$ cat src/rtl/reg_writeback.sv
// reg_writeback: register-file writeback arbiter.
// Merges single-cycle ALU results and buffered load responses into the
// register file's single write port. The ALU always has priority, and load
// responses wait in a circular FIFO of LD_DEPTH entries.
// Optional feature macro: REG_WB_SCOREBOARD_EN adds the pending-load
// scoreboard (busy) and the ALU-versus-pending-load hazard pulse. When it is
// undefined, busy and hazard_err are tied to 0 and issue_* are ignored.
module reg_writeback #(
    parameter int LD_DEPTH = 4
) (
    input  logic        clk,
    input  logic        reset_n,
    input  logic        run,
    input  logic        alu_valid,
    input  logic [4:0]  alu_rd,
    input  logic [31:0] alu_data,
    input  logic        ld_valid,
    output logic        ld_ready,
    input  logic [4:0]  ld_rd,
    input  logic [31:0] ld_data,
    input  logic        issue_valid,
    input  logic [4:0]  issue_rd,
    output logic [31:0] busy,
    output logic [4:0]  waddr,
    output logic [31:0] wdata,
    output logic        reg_we,
    output logic        hazard_err
);

    localparam int PTR_W = (LD_DEPTH > 1) ? $clog2(LD_DEPTH) : 1;
    localparam int CNT_W = PTR_W + 1;

    typedef struct packed {
        logic [4:0]  rd;
        logic [31:0] data;
    } wb_entry_t;

    wb_entry_t        fifo_mem [LD_DEPTH];
    logic [PTR_W-1:0] wr_ptr;
    logic [PTR_W-1:0] rd_ptr;
    logic [CNT_W-1:0] count;
    logic             fifo_full;
    logic             fifo_empty;
    logic             enq;
    logic             deq;
    logic             sel_valid;
    wb_entry_t        sel;

    assign fifo_full  = (count == CNT_W'(LD_DEPTH));
    assign fifo_empty = (count == '0);
    // Ready depends only on occupancy and run, never on ld_valid.
    assign ld_ready   = run && !fifo_full;
    assign enq        = ld_valid && ld_ready;
    // A load drains only in a running cycle with no ALU result to write.
    assign deq        = run && !alu_valid && !fifo_empty;

    // FIFO storage: the write side captures accepted load responses.
    // NOTE: storage has no reset; count and pointers alone define which
    // entries are valid, so clearing the array would only add reset fan-out.
    always_ff @(posedge clk) begin
        if (enq) begin
            fifo_mem[wr_ptr] <= '{rd: ld_rd, data: ld_data};
        end
    end

    // FIFO pointers and occupancy. Pointers wrap naturally at a power-of-two depth.
    // NOTE: sequential state uses non-blocking assignments so every register
    // samples the pre-edge values, independent of block evaluation order.
    always_ff @(posedge clk or negedge reset_n) begin
        if (!reset_n) begin
            wr_ptr <= '0;
            rd_ptr <= '0;
            count  <= '0;
        end else begin
            if (enq) wr_ptr <= wr_ptr + 1'b1;
            if (deq) rd_ptr <= rd_ptr + 1'b1;
            case ({enq, deq})
                2'b10:   count <= count + 1'b1;
                2'b01:   count <= count - 1'b1;
                default: count <= count;
            endcase
        end
    end

    // Arbitration: the ALU wins, and otherwise the FIFO head is selected when present.
    // NOTE: every output of this block gets a default first so no path leaves
    // a variable unassigned, which would otherwise infer a latch.
    always_comb begin
        sel_valid = 1'b0;
        sel       = '0;
        if (run) begin
            if (alu_valid) begin
                sel_valid = 1'b1;
                sel       = '{rd: alu_rd, data: alu_data};
            end else if (!fifo_empty) begin
                sel_valid = 1'b1;
                sel       = fifo_mem[rd_ptr];
            end
        end
    end

    // Registered write port: x0 targets are consumed without raising reg_we.
    always_ff @(posedge clk or negedge reset_n) begin
        if (!reset_n) begin
            reg_we <= 1'b0;
            waddr  <= '0;
            wdata  <= '0;
        end else if (run) begin
            reg_we <= sel_valid && (sel.rd != 5'd0);
            if (sel_valid && (sel.rd != 5'd0)) begin
                waddr <= sel.rd;
                wdata <= sel.data;
            end
        end else begin
            reg_we <= 1'b0;
        end
    end

`ifdef REG_WB_SCOREBOARD_EN
    logic [31:0] busy_q;
    logic [31:0] busy_set;
    logic [31:0] busy_clr;
    logic        hazard_q;

    // Scoreboard update masks. Bit 0 is never touched, so it stays 0 from reset.
    always_comb begin
        busy_set = '0;
        busy_clr = '0;
        if (run && issue_valid && (issue_rd != 5'd0)) busy_set[issue_rd] = 1'b1;
        if (deq && (sel.rd != 5'd0))                  busy_clr[sel.rd]   = 1'b1;
    end

    // Scoreboard and hazard registers. A set overrides a clear of the same register.
    always_ff @(posedge clk or negedge reset_n) begin
        if (!reset_n) begin
            busy_q   <= '0;
            hazard_q <= 1'b0;
        end else begin
            if (run) busy_q <= (busy_q & ~busy_clr) | busy_set;
            hazard_q <= run && alu_valid && (alu_rd != 5'd0) && busy_q[alu_rd];
        end
    end

    assign busy       = busy_q;
    assign hazard_err = hazard_q;
`else
    logic unused_issue;
    assign unused_issue = ^{issue_valid, issue_rd};
    assign busy         = '0;
    assign hazard_err   = 1'b0;
`endif

endmodule

$ cat config.mk
export PLATFORM = sky130hd
export DESIGN_NAME = reg_writeback
export DESIGN_NICKNAME = d
export VERILOG_FILES = /design/src/rtl/reg_writeback.sv
export SDC_FILE = /design/constraint.sdc
export NUM_CORES = 1
export LEC_CHECK = 0
export BUFFER_PORTS_ARGS = -buffer_cell sky130_fd_sc_hd__buf_2
export CAP_MARGIN = 5
export CORE_MARGIN = 5
export CORE_UTILIZATION = 54
export DETAILED_ROUTE_END_ITERATION = 6
export GPL_ROUTABILITY_DRIVEN = 0
export PLACE_DENSITY = 0.79
export SETUP_SLACK_MARGIN = 0.15
export SYNTH_ARGS = -nofsm -noshare
export SYNTH_HDL_FRONTEND = slang
export SYNTH_SLANG_ARGS = --single-unit
$ cat constraint.sdc
create_clock -name clk -period 5.8 [get_ports clk]
set_clock_uncertainty 0.2 [all_clocks]
set_input_delay 1.16 -clock clk [delete_from_list [all_inputs] [get_ports clk]]
set_output_delay 1.16 -clock clk [all_outputs]
set_load 0.03 [all_outputs]
==> metrics.cfg <==
[status]
status=finished, final reports clean

[power_and_ir_drop]
p_clk_frac=0.241
power_density_mw_per_mm2=484.2
fin_total_pwr_mw=4.381
power_frac_seq=0.453
netSwitchingFraction=0.3213
vdd_ir_drop_max_mv=0.2337
leakagePower_nw=3.517
p_sw_mw=1.408
p_int_mw=2.974
combPwrFrac=0.306

[route]
wl_met2_mm=7.810
vias=3942
wl_per_cell_um=20.95
drtIter0Drc=177
drc=0
ant_nets=0
met3_length_mm=1.006
highest_layer=met5
met1_length_mm=6.054
drt_first_pass_iters=4
routed_via_density=5.490
totalWireLength_mm=15.04

[floorplanning]
row_count=44
dieArea_mm2=0.01715
die_w_um=131.0
top_level_ports=157
start_util=0.5479
fp.dieH_um=131.0
coreArea_mm2=0.01442

[timing]
rsz0062_at_grt=false
finalSetupTns_ps=0
period_needed_ps=3444
setup_violations=0
fin_ws_ps=2356
timing.fmax_mhz=290.4
fin_crit_sh=0.5938
maxSlewViolCount=0
whs_ps=303.6
finalHoldViolCount=0
worst_pin_slew_ps=1121
max_slew_margin=0.2529

[job]
cap_violations=0

[clock_network]
clk_pin_slew_ps=60
clockBufferDepth=2
cts_max_level=4
post_cts_buffers=0
numCtsBuffers=17
clock-root-buffer=clkbuf_16
cts_hold_buffers=0
clock_sinks=193
post_cts_resized=0
cts_tree=yes
insertion_delay_ps=420

[cells_and_area]
multiInputGateArea_mm2=0.002067
fill_cells=1029
drive_gt1_frac=0.4139
ff_latch_area_mm2=0.005573
stdcell_area_mm2=0.009049
area_delta_synth_final_pct=14.50
diodes=0
nets=612
fin_util=0.6273
finalNonFillerCells=718

[global_route]
grt-ovfl-total=0
grt_pass1_wl_mm=22.58
grt_use_total=0.1821
antenna_found_initial=1
grt_pass1_vias=4046
grt_max_degree=46

[placement]
port_buffers=117
placed_cell_area_mm2=0.008519
pre_cts_ws_ps=1873
post-place-cells=686
hpwl_mm=9.251

[critical_path]
crit_buf_inv=2
worst_setup_path_start_kind=input port
slowest_delay_ps=700
crit_family=buffers and inverters
cp-end-kind=flop
cp_cell_sequence=buf_2 -> nor2b_1 -> nand2_1 -> o211ai_4 -> buf_4 -> mux2_4
worstPathMaxFanout=40
crit_required_ps=5900
worst-setup-path-type=in -> reg
crit_slowest_cell=o211ai_4
cp.arrival_ps=3550

[hold_path]
hp-class=reg -> reg

[logic_synthesis]
synth_area_mm2=0.007903
yosys_warnings=0
syn_inst=402
synth_cell_type_count=33
ys_seq_area_frac=0.7049
ys_seq_elements=193
syn_area_per_cell_um2=19.66

==> worst register-to-register path, stage by stage, from the launching register on <==
cell and delay (ps):
dfrtp_2 880, mux4_1 750, nor4_4 360, o211ai_4 320
buf_4 400, mux2_4 360
==> cells in the final DEF (no fill, tap or decap), types with 5 or more instances in the layout <==
| cell type | n |
|---|---|
| mux2_2 | 8 |
| dfrtp_1 | 43 |
| edfxtp_1 | 148 |
| ha_1 | 5 |
| clkinv_1 | 5 |
| conb_1 | 33 |
| mux2_4 | 25 |
| inv_1 | 13 |
| o21ai_0 | 6 |
| mux4_2 | 36 |
| a22o_1 | 32 |
| clkbuf_16 | 17 |
| buf_2 | 117 |
==> metal layers <==
| metal | global-route usage | vias to the layer above |
|---|---|---|
| li1 | - | 1775 |
| met1 | 0.2299 | 2015 |
| met2 | 0.3073 | 132 |
| met3 | 0.05122 | 18 |
| met4 | 0.05868 | 2 |
| met5 | 0 | - |
==> cell families (layout without fill, tap and decap cells) <==
| group | count (synthesis) | after routing | synth area share |
|---|---|---|---|
| AOI/OAI and AO/OA | 45 | 45 | 0.04797 |
| xor gates and xnor gates | 6 | 6 | 0.006650 |
| adders and majority gates | 6 | 6 | 0.01045 |
| buffers and inverters | 64 | 164 | 0.05035 |
| DFF | 193 | 193 | 0.7049 |
| muxes | 71 | 71 | 0.1661 |
| other | 1 | 33 | 0.0004745 |
| and+or+nand+nor | 16 | 16 | 0.01314 |
==> layout make-up <==
class | instances | area share
flip-flops and latches | 193 | 0.6159
multi-input cells | 177 | 0.2284
repair buffers | 119 | 0.06637
clock buffers | 20 | 0.04826
well taps | 184 | 0.02544
clock inverters | 12 | 0.01023
inverters | 13 | 0.005393
==> final timing paths <==
kind,startpoint,to,slack [ps],cells past startpoint
worst max register to register,rd_ptr[0],wdata[4],2420,5
max in group asynchronous,reset_n,rd_ptr[1],3890,1
worst max-delay path,alu_valid,wdata[4],2360,6
worst min register to register,wdata[21],wdata[21],300,1
worst min-delay path,wdata[21],wdata[21],300,1
min in group asynchronous,reset_n,waddr[4],750,1
==> Yosys cell counts <==
library cell | n | area share
edfxtp_1 | 148 | 0.56
dfrtp_1 | 45 | 0.14
mux4_2 | 36 | 0.10
buf_4 | 33 | 0.031
a22o_1 | 32 | 0.035
mux2_4 | 25 | 0.047
inv_1 | 13 | 0.0062
clkbuf_1 | 10 | 0.0048
mux2_2 | 8 | 0.011
o21ai_0 | 6 | 0.0038
and3_1 | 5 | 0.0040
ha_1 | 5 | 0.0079
a32oi_1 | 4 | 0.0044
buf_6 | 4 | 0.0057
xnor2_1 | 4 | 0.0044
buf_2 | 3 | 0.0019
a31oi_1 | 2 | 0.0016
nand2_1 | 2 | 0.00095
nor2_1 | 2 | 0.00095
xor2_1 | 2 | 0.0022
and2_1 | 1 | 0.00079
buf_1 | 1 | 0.00047
conb_1 | 1 | 0.00047
fa_1 | 1 | 0.0025
mux2i_1 | 1 | 0.0013
mux4_1 | 1 | 0.0033
nand3_1 | 1 | 0.00063
nor2b_1 | 1 | 0.00079
nor3_1 | 1 | 0.00063
nor4_4 | 1 | 0.0027
o211ai_4 | 1 | 0.0027
or3_1 | 1 | 0.00079
or4_1 | 1 | 0.00095
==> flip-flops by register name, summed over array words and instances (netlist names) <==
name / flops
wr_ptr: 2
rd_ptr: 2
waddr: 5
wdata: 32
reg_we: 1
fifo_mem: 148
count: 3
==> power groups by stage <==
| stage | sequential (mW) | clock [mW] | combinational [mW] |
|---|---|---|---|
| final | 1.98 | 1.06 | 1.34 |
| after global routing | 2.02 | 1.14 | 1.43 |
| after CTS | 1.99 | 1.08 | 1.37 |
| after detailed placement | 2.02 | 0 | 1.36 |
| after global placement | 2.00 | 0 | 1.32 |
| after floorplan | 2.14 | 0 | 0.870 |
(Power assumes the default switching activity.)
